==> src/rtl/vend_pkg.sv <==
// vend_pkg: shared types and constants for the vending controller.
//   state_e   - controller states (IDLE, COLLECT, DISPENSE, CHANGE)
//   NICKEL_C  - value of a nickel in cents
//   DIME_C    - value of a dime in cents
//   ITEM_*    - item selection codes
//   price_of  - maps an item code to its price (0 for ITEM_NONE)
package vend_pkg;

  typedef enum logic [1:0] {
    ST_IDLE     = 2'd0,
    ST_COLLECT  = 2'd1,
    ST_DISPENSE = 2'd2,
    ST_CHANGE   = 2'd3
  } state_e;

  localparam logic [7:0] NICKEL_C = 8'd5;
  localparam logic [7:0] DIME_C   = 8'd10;

  localparam logic [1:0] ITEM_NONE = 2'd0;
  localparam logic [1:0] ITEM_1    = 2'd1;
  localparam logic [1:0] ITEM_2    = 2'd2;
  localparam logic [1:0] ITEM_3    = 2'd3;

  function automatic logic [7:0] price_of(input logic [1:0] item,
                                          input logic [7:0] p1,
                                          input logic [7:0] p2,
                                          input logic [7:0] p3);
    case (item)
      ITEM_1:  return p1;
      ITEM_2:  return p2;
      ITEM_3:  return p3;
      default: return 8'd0;
    endcase
  endfunction

endpackage

==> src/rtl/vend_controller_change_sequencer.sv <==
// change_sequencer: paces a refund as one-cycle nickel pulses.
//   clock, reset  - system clock, synchronous active-high reset
//   load_i        - one-cycle request to start paying out credit_i
//   credit_i      - amount to refund in cents (multiple of 5)
//   nickel_out_o  - registered pulse, one nickel returned this cycle
//   done_o        - high during the final nickel pulse of a refund
// The first pulse appears in the cycle right after load_i, then every
// second cycle, so N nickels occupy 2N-1 cycles.
module change_sequencer
  import vend_pkg::*;
#(
  parameter int unsigned CREDIT_W = 6
) (
  input  logic                clock,
  input  logic                reset,
  input  logic                load_i,
  input  logic [CREDIT_W-1:0] credit_i,
  output logic                nickel_out_o,
  output logic                done_o
);

  localparam logic [CREDIT_W-1:0] STEP = CREDIT_W'(NICKEL_C);

  logic [CREDIT_W-1:0] rem_q, rem_d;
  logic                active_q, active_d;
  logic                nickel_q, nickel_d;

  always_comb begin
    rem_d    = rem_q;
    active_d = active_q;
    nickel_d = 1'b0;
    if (load_i) begin
      rem_d    = credit_i;
      active_d = (credit_i != '0);
      nickel_d = (credit_i != '0);
    end else if (active_q) begin
      if (nickel_q) begin
        rem_d = rem_q - STEP;
        // The pulse that pays the last nickel ends the refund.
        if (rem_q == STEP) begin
          active_d = 1'b0;
        end
      end else begin
        nickel_d = 1'b1;
      end
    end
  end

  always_ff @(posedge clock) begin
    if (reset) begin
      rem_q    <= '0;
      active_q <= 1'b0;
      nickel_q <= 1'b0;
    end else begin
      rem_q    <= rem_d;
      active_q <= active_d;
      nickel_q <= nickel_d;
    end
  end

  assign nickel_out_o = nickel_q;
  assign done_o       = active_q && nickel_q && (rem_q == STEP);

endmodule

==> src/rtl/vend_controller.sv <==
// vend_controller: coin credit, item selection, dispense handshake and
// change return for a three-item vending machine.
//   clock, reset    - system clock, synchronous active-high reset
//   nickel_in       - one-cycle pulse, 5 cents inserted
//   dime_in         - one-cycle pulse, 10 cents inserted
//   item_sel        - item code (0 none, 1..3)
//   select_valid    - one-cycle purchase request for item_sel
//   cancel          - one-cycle request to refund all credit
//   dispense_ready  - mechanism accepted the dispense
//   dispense        - held high until dispense_ready is sampled
//   dispense_item   - latched item code, valid while dispense=1
//   nickel_out      - one-cycle pulse, one nickel returned
//   coin_reject     - one-cycle pulse, this cycle's coins returned
//   sel_short       - one-cycle pulse, selection refused (low credit)
//   credit          - current credit in cents
//   busy            - high while dispensing or returning change
module vend_controller
  import vend_pkg::*;
#(
  parameter int unsigned PRICE_1    = 15,
  parameter int unsigned PRICE_2    = 20,
  parameter int unsigned PRICE_3    = 25,
  parameter int unsigned MAX_CREDIT = 35,
  parameter int unsigned CREDIT_W   = 6
) (
  input  logic                clock,
  input  logic                reset,
  input  logic                nickel_in,
  input  logic                dime_in,
  input  logic [1:0]          item_sel,
  input  logic                select_valid,
  input  logic                cancel,
  input  logic                dispense_ready,
  output logic                dispense,
  output logic [1:0]          dispense_item,
  output logic                nickel_out,
  output logic                coin_reject,
  output logic                sel_short,
  output logic [CREDIT_W-1:0] credit,
  output logic                busy
);

  localparam logic [7:0] MAX_C = 8'(MAX_CREDIT);

  state_e              state_q, state_d;
  logic [CREDIT_W-1:0] credit_q, credit_d;
  logic                disp_q, disp_d;
  logic [1:0]          item_q, item_d;
  logic                reject_q, reject_d;
  logic                short_q, short_d;
  logic                busy_q, busy_d;

  logic [7:0]          coin_val;
  logic [7:0]          coin_sum;
  logic [7:0]          sel_price;
  logic [7:0]          item_price;
  logic [CREDIT_W-1:0] remainder;
  logic                take_coins;
  logic                load;
  logic [CREDIT_W-1:0] load_val;
  logic                seq_nickel;
  logic                seq_done;

  assign coin_val   = (nickel_in ? NICKEL_C : 8'd0) + (dime_in ? DIME_C : 8'd0);
  assign coin_sum   = 8'(credit_q) + coin_val;
  assign sel_price  = price_of(item_sel, 8'(PRICE_1), 8'(PRICE_2), 8'(PRICE_3));
  assign item_price = price_of(item_q, 8'(PRICE_1), 8'(PRICE_2), 8'(PRICE_3));
  // Cannot underflow: entry to DISPENSE required credit >= price and
  // credit is frozen while dispensing.
  assign remainder  = credit_q - CREDIT_W'(item_price);

  always_comb begin
    state_d    = state_q;
    credit_d   = credit_q;
    disp_d     = disp_q;
    item_d     = item_q;
    reject_d   = 1'b0;
    short_d    = 1'b0;
    take_coins = 1'b0;
    load       = 1'b0;
    load_val   = credit_q;
    case (state_q)
      ST_IDLE: begin
        credit_d = '0;
        if (coin_val != 8'd0) begin
          if (coin_val <= MAX_C) begin
            credit_d = CREDIT_W'(coin_val);
            state_d  = ST_COLLECT;
          end else begin
            reject_d = 1'b1;
          end
        end
      end
      ST_COLLECT: begin
        if (cancel) begin
          load     = 1'b1;
          load_val = credit_q;
          state_d  = ST_CHANGE;
          reject_d = (coin_val != 8'd0);
        end else begin
          take_coins = 1'b1;
          if (select_valid && (item_sel != ITEM_NONE)) begin
            // Unsigned compare at credit width.
            if (credit_q >= CREDIT_W'(sel_price)) begin
              state_d    = ST_DISPENSE;
              disp_d     = 1'b1;
              item_d     = item_sel;
              reject_d   = (coin_val != 8'd0);
              take_coins = 1'b0;
            end else begin
              short_d = 1'b1;
            end
          end
          if (take_coins && (coin_val != 8'd0)) begin
            if (coin_sum > MAX_C) begin
              reject_d = 1'b1;
            end else begin
              credit_d = CREDIT_W'(coin_sum);
            end
          end
        end
      end
      ST_DISPENSE: begin
        reject_d = (coin_val != 8'd0);
        if (dispense_ready) begin
          credit_d = remainder;
          disp_d   = 1'b0;
          item_d   = ITEM_NONE;
          if (remainder != '0) begin
            load     = 1'b1;
            load_val = remainder;
            state_d  = ST_CHANGE;
          end else begin
            state_d = ST_IDLE;
          end
        end
      end
      ST_CHANGE: begin
        reject_d = (coin_val != 8'd0);
        // Credit tracks the hopper: it drops as each nickel leaves.
        if (seq_nickel) begin
          credit_d = credit_q - CREDIT_W'(NICKEL_C);
        end
        if (seq_done) begin
          state_d = ST_IDLE;
        end
      end
      default: begin
        state_d = ST_IDLE;
      end
    endcase
    busy_d = (state_d == ST_DISPENSE) || (state_d == ST_CHANGE);
  end

  always_ff @(posedge clock) begin
    if (reset) begin
      state_q  <= ST_IDLE;
      credit_q <= '0;
      disp_q   <= 1'b0;
      item_q   <= ITEM_NONE;
      reject_q <= 1'b0;
      short_q  <= 1'b0;
      busy_q   <= 1'b0;
    end else begin
      state_q  <= state_d;
      credit_q <= credit_d;
      disp_q   <= disp_d;
      item_q   <= item_d;
      reject_q <= reject_d;
      short_q  <= short_d;
      busy_q   <= busy_d;
    end
  end

  change_sequencer #(
    .CREDIT_W(CREDIT_W)
  ) u_change (
    .clock       (clock),
    .reset       (reset),
    .load_i      (load),
    .credit_i    (load_val),
    .nickel_out_o(seq_nickel),
    .done_o      (seq_done)
  );

  assign dispense      = disp_q;
  assign dispense_item = item_q;
  assign nickel_out    = seq_nickel;
  assign coin_reject   = reject_q;
  assign sel_short     = short_q;
  assign credit        = credit_q;
  assign busy          = busy_q;

endmodule

==> config.mk <==
export PLATFORM = sky130hd
export DESIGN_NAME = vend_controller
export DESIGN_NICKNAME = d
export VERILOG_FILES = /design/src/rtl/vend_pkg.sv /design/src/rtl/vend_controller_change_sequencer.sv /design/src/rtl/vend_controller.sv
export SDC_FILE = /design/constraint.sdc
export NUM_CORES = 1
export LEC_CHECK = 0
export ABC_AREA = 1
export ABC_CLOCK_PERIOD_IN_PS = 6100
export BUFFER_PORTS_ARGS = -buffer_cell sky130_fd_sc_hd__buf_2
export CAP_MARGIN = 25
export CORE_MARGIN = 2
export CORE_UTILIZATION = 45
export CTS_CLUSTER_SIZE = 40
export DETAILED_ROUTE_END_ITERATION = 8
export PLACE_DENSITY = 0.69
export REMOVE_ABC_BUFFERS = 1
export SETUP_SLACK_MARGIN = 0.05
export SYNTH_ARGS = -nofsm -noshare
export SYNTH_HDL_FRONTEND = slang
export SYNTH_SLANG_ARGS = --single-unit
==> constraint.sdc <==
create_clock -name clock -period 6.1 [get_ports clock]
set_clock_uncertainty 0.05 [all_clocks]
set_input_delay 0.305 -clock clock [delete_from_list [all_inputs] [get_ports clock]]
set_output_delay 0.305 -clock clock [all_outputs]
set_load 0.1 [all_outputs]
Word-level counts from Yosys, hierarchy flattened
Cells that the tools add are included.

Register bits after elaboration: 22. Input bits: 9. Output and inout port bits: 13.

Add/sub/neg operators: 5. Magnitude comparators: 3. Equality and inequality tests: 19. Mux-type cells: 60. Bitwise logic cells: 2. Reduce and logical (&&, ||, !) cells: 18.

Operators with widths (number): 2-to-1 mux 6 bit (11); one-hot mux 5 bit (3 select lines) (2); 2-to-1 mux 1 bit (25); 2-to-1 mux 2 bit (12); one-hot mux 6 bit (4 select lines) (1); equality test 2 bit (second input constant) (8); inequality test 2 bit (second input constant) (6); nonzero test 6 bit (2); subtractor 6 x 3 -> 6 bit (second input constant) (2); 2-to-1 mux 5 bit (2); AND reduction 5 bit (2); one-hot mux 2 bit (4 select lines) (1); nonzero test 2 bit (4); nonzero test 8 bit (1); adder 6 x 5 -> 7 bit (1); greater-than comparator 7 x 6 -> 1 bit (second input constant) (1); equality test 2 x 1 -> 1 bit (second input constant) (3); equality test 6 x 3 -> 1 bit (second input constant) (1); greater-or-equal comparator 6 bit (1); <= comparator 5 x 6 -> 1 bit (second input constant) (1); subtractor 6 bit (1); adder 3 x 4 -> 5 bit (1); logical AND 1 bit (4); 2-to-1 mux 4 bit (1); 11 further kinds (13).

Depth between registers and ports, before layout
Depth after elaboration: 11. Mapped depth: 16. Mapped depth without buffers: 16.

Hierarchy
From an unflattened synthesis, not the netlist that was laid out.

Cells, all modules: 360. Area total of the unflattened synthesis: 2287.2 um^2.

By module, submodules not included: vend_controller (instances 1, cells each 284, area each 1757.9 um^2); change_sequencer (instances 1, cells each 76, area each 529.3 um^2).

Worst setup path before layout
OpenSTA, ideal clock, no wires.

Kind: flip-flop to flip-flop. From: register credit_q[0] (netlist: credit[0]). To: register u_change.rem_q[2]. Setup time: 0.132 ns. Arrival time: 2.952 ns. Data required time: 5.918 ns. Path slack: 2.966 ns. Stages on the path, launching flop included: 16. Buffers on the path: 1. Cells stage by stage: dfxtp_1 -> inv_1 -> ha_1 -> inv_1 -> fa_1 -> inv_1 -> nand2_1 -> nor2_2 -> nand3_2 -> o21bai_4 -> nand3_4 -> nand2_4 -> buf_6 -> nand2_1 -> o21ai_1 -> a21oi_1.

Word-level cells in the longest chain between the ends: 7. Elaborated cells between the ends (all ways): 12. Classes of those cells: add/sub (1); mux (7); reduce/logical (4).

Ends and longest elaborated chain: from (decl) (line vend_controller.sv:46) `logic [CREDIT_W-1:0] credit_q, credit_d;`; from (signal assigned) (line vend_controller.sv:166) `credit_q <= credit_d;`; subtractor 6 bit (*) (line vend_controller.sv:70) `assign remainder = credit_q - CREDIT_W'(item_price);`; nonzero test 6 bit (line vend_controller.sv:129) `if (remainder != '0) begin`; 2-to-1 mux 1 bit (line vend_controller.sv:129); 2-to-1 mux 1 bit (line vend_controller.sv:125) `if (dispense_ready) begin`; one-hot mux 1 bit (2 select lines) (line vend_controller.sv:82) `case (state_q)`; nonzero test 2 bit (no source line); AND reduction 2 bit (no source line); to (signal assigned) (line vend_controller_change_sequencer.sv:55) `rem_q <= rem_d;`; to (decl) (line vend_controller_change_sequencer.sv:24) `logic [CREDIT_W-1:0] rem_q, rem_d;`.

Every way passes the cells marked *; elsewhere a longest branch is shown, timed or not. A chain may end at the register's enable or synchronous reset.

Final worst setup path
From: register credit_q[0] (netlist: credit[0]). To: register u_change.rem_q[3].

Same word-level chain as after synthesis.

==> run summary <==
The proportion of power drawn by combinational gates is 0.722. The sum of net half-perimeters after detailed placement is 4310 µm. For this design the ratio of total power to cell area is 544 nW/µm². The number of cells on the worst reg-to-reg path came out at 14. The number of DRC markers after the initial detailed-route iteration came out at 116. The number of hold buffers added after CTS is 0. The max-slew violation total from the final report is 0. In the global route stage, overall resource usage came out at 0.218.

Measured against its own limit, the worst slew margin works out to 0.674. Dividing the detail-routed wire length by the instance count gives 13.3 µm. From bottom edge to top edge, the die measures 73.8 µm.

The run finished with clean final reports. The total setup violations reported at the end of the flow is 0. The global route total overflow is 0. The pre-antenna-repair detailed-routing pass consisted of 5 iterations. The area taken by multi-input logic gates came out at 1510 µm².

The pin count of the biggest net entering global routing is 14. TritonCTS created 3 clock buffers. The first global-routing pass estimated 9410 µm of wire. The pin slew with the least headroom to its limit came out at 0.488 ns.

The effective utilization at floorplan came out at 0.465. Relative to the synthesized area, the layout overhead comes to 9.46%. Using the TritonRoute via totals, the vias-per-cell ratio works out to 5.28. The share of total power consumed by net switching came out at 0.594. The worst hold path passes through 2 cells. The total die area is 5450 µm². The count of boundary I/O pins came out at 22. The share of the clock period used by the worst path is 0.444. The fill cell total of the finished layout is 507. The final antenna-violating net count is 0. After synthesis, the cell types taking the most area are dfxtp_1, ha_1, nand2_1. The share of total power dissipated in sequential elements is 0.196.

The setup path with the least slack is of type register to register. The reported net switching power is 0.776 mW. After clock tree synthesis, the repair step resized 0 gates. The most frequently used cell type in the post-synthesis netlist is nand2_1. The floorplan has 25 rows. Summing all flip-flop and latch instances after layout gives 440 µm². Walking the worst path, the cells encountered are inv_1, ha_1, inv_1, fa_1, inv_1, nand2_1, nor2_2, nand3_2, o21bai_4, nand3_4, nand2_4, nand2_1, o21ai_0, a21oi_1. The leakage dissipation is 1.27 nW. VDD sags by at most 0.275 mV. In this run, distinct cell masters in the synthesized netlist total 35. The worst path setup slack after routing is 3.39 ns.

The multiplexer fraction of the synthesized cell area is 0. The number of placed instances, taps included, is 417. The capturing element type of the critical path is a register. The required time of the worst setup path came out at 6.21 ns. The start point of the critical path is credit[0]$_SDFFE_PP0P_. The cell count after synthesis came out at 335. The synthesized design spends more area on one cell type than any other, namely dfxtp_1. The TritonCTS clock tree is built.

The number of global-route vias before repair is 2,024. The clock latency of the later-clocked register in the worst-skew pair came out at 0.27 ns. The placer congestion estimate came out at 0.878.

The cell-internal power came out at 0.531 mW. Across all layers, the routed design uses 2,222 vias. The critical path ends at u_change.rem_q[3]$_SDFFE_PP0P_. The hold violation total from the final report came out at 0. The DRC violation count after routing is 0.

The delay contributed by the slowest stage of the critical path came out at 0.47 ns. The H-tree depth reported by CTS is 1. The number of antenna violations at the first check in global routing came out at 0.

The area share of fa/ha/maj cells after synthesis is 0.184. The minimum setup slack after placement came out at 3.45 ns. The final design area excluding fillers is 2400 µm².

The master cell of the clock root buffer is clkbuf_8. The most numerous cell type found on the critical path is inv_1. The minimum clock period is 2.71 ns. For this run, the leading register cell type out of synthesis is dfxtp_1.

The width of the die came out at 73.8 µm. The proportion of layout cells with a drive suffix above 1 came out at 0.124. The area share of the largest cell type after synthesis is 0.201.

For this run, the register share of the synthesized area comes to 0.201. After synthesis the netlist holds a flip-flop and latch count of 22. The non-filler instance count after layout is 421.

The tightest hold path in the finished design has a slack of 0.208 ns. The worst setup path is launched from a register. In this run the critical register-to-register path is launched from credit[0]$_SDFFE_PP0P_. The warning count from the yosys run is 0. The final-stage net count came out at 395. The synthesized area divided by synthesized cell count came out at 6.55 µm². The post-synthesis compound-gate area fraction came out at 0.139. The count of antenna diodes in the layout came out at 0. The post-placement cell area is 2350 µm². The signal arrival time at the worst endpoint is 2.81 ns. The clock drives 22 sinks. The cell area after synthesis is 2190 µm². Of all flip-flops after synthesis, the portion carrying an async set or reset was 0. The main combinational cell family by area after synthesis is simple AND/OR/NAND/NOR gates. The tightest min-delay check is of the input port to register type. The slack of the worst reg-to-reg path came out at 3.39 ns. The fmax is 370 MHz. The largest individual stage delay along the critical path comes from the cell fa_1. The number of maximum-capacitance violations came out at 0. The share of total power dissipated in the clock network is 0.082. The synthesized-area fraction occupied by and/or/nand/nor cells is 0.342. The number of setup buffers added after CTS is 0. The core region is 4720 µm².

The critical-path maximum fanout came out at 13. The detailed-route wire length is 5590 µm. The clock transition at the register clock pins on the worst setup and hold paths after CTS came out at 0.08 ns. The post-synthesis xor/xnor area fraction came out at 0.0239.

In the synthesized netlist, the cells that appear most often are nand2_1, inv_1, nand3_1. Buffers placed on the I/O ports in this run total 21. The final total negative setup slack is 0 ns.

Setup repair after global routing left no endpoint under its margin. No sink is reached through more buffers than the 2 on the longest clock path. In this run, synthesis inferred 0 flip-flops with an integrated enable. The endpoint identified for the worst register-to-register timing path is u_change.rem_q[3]$_SDFFE_PP0P_.
## final cells by class
cell class | count | share of cell area
clock buffers | 4 | 0.0229
inverters | 55 | 0.0859
multi-input cells | 252 | 0.629
flip-flops and latches | 22 | 0.183
well taps | 67 | 0.0349
repair buffers | 21 | 0.0438
## metal layers
layer	part of all wire	wire, µm	global-route usage	vias up
met5	0	0	0	-
met4	0.015	85	0.0525	0
met1	0.47	2640	0.303	1008
met3	0.056	312	0.0316	10
li1	-	-	-	1129
met2	0.46	2550	0.355	75
## cell usage in the layout, fill, tap and decap left out, types with 2 or more instances in the layout
cell,instances
a31oi_1,2
a21oi_1,27
nand3_2,2
inv_1,51
clkinv_1,2
ha_1,29
o211ai_1,6
inv_2,2
nor3_1,5
nand3b_1,2
o21ai_0,7
o221ai_1,2
nand4_1,5
dfxtp_1,22
fa_1,2
o21ai_1,5
nor2_1,19
clkbuf_8,4
nand3_1,34
xnor2_1,2
buf_2,21
nand2_1,82
or2_2,5
xor2_1,4
nand2_2,4
## power groups by stage
| stage | clock network (mW) | registers (mW) | logic (mW) |
|---|---|---|---|
| finish | 0.107 | 0.256 | 0.943 |
| global route | 0.115 | 0.264 | 1.05 |
| CTS | 0.109 | 0.255 | 0.934 |
| detailed placement | 0 | 0.259 | 0.929 |
| global placement | 0 | 0.258 | 0.920 |
| floorplan | 0 | 0.416 | 0.585 |
## how the worst min path moves through the flow
stage | start | to | slack [ns]
detailed placement | dispense$_SDFFE_PP0P_ | dispense$_SDFFE_PP0P_ | 0.41
global route | cancel | sel_short$_SDFF_PP0_ | 0.19
finish | cancel | sel_short$_SDFF_PP0_ | 0.21
global placement | dispense$_SDFFE_PP0P_ | dispense$_SDFFE_PP0P_ | 0.40
floorplan | reset | dispense$_SDFFE_PP0P_ | 0.32
CTS | cancel | sel_short$_SDFF_PP0_ | 0.20
## cell families (layout without fill, tap and decap cells)
group	after synthesis	count (layout)
fa+ha+maj	31	31
simple gates	163	163
xor+xnor	6	6
compound gates	52	52
buf+inv	61	80
flops	22	22
## critical path: cells and delay by family (launching register included)
kind            cells  cell delay (ns)
compound gates      3             0.45
fa+ha+maj           2             0.68
flops               1             0.45
simple gates        6             0.61
buf+inv             3             0.34
## stage by stage
| step | power, mW | util |
|---|---|---|
| 5_1_grt | 1.43 | 0.509 |
| 2_1_floorplan | 1.00 | - |
| 3_5_place_dp | 1.19 | 0.497 |
| 4_1_cts | 1.30 | 0.509 |
| 6_report | 1.31 | 0.509 |
| 3_3_place_gp | 1.18 | 0.497 |
## sequential cells by signal, summed over array words and instances (netlist names)
register	flops
credit	6
dispense_item	2
u_change.nickel_out_o	1
sel_short	1
u_change.active_q	1
u_change.rem_q	6
busy	1
state_q	2
coin_reject	1
dispense	1
Note: power is estimated with default switching activity, not from simulation.
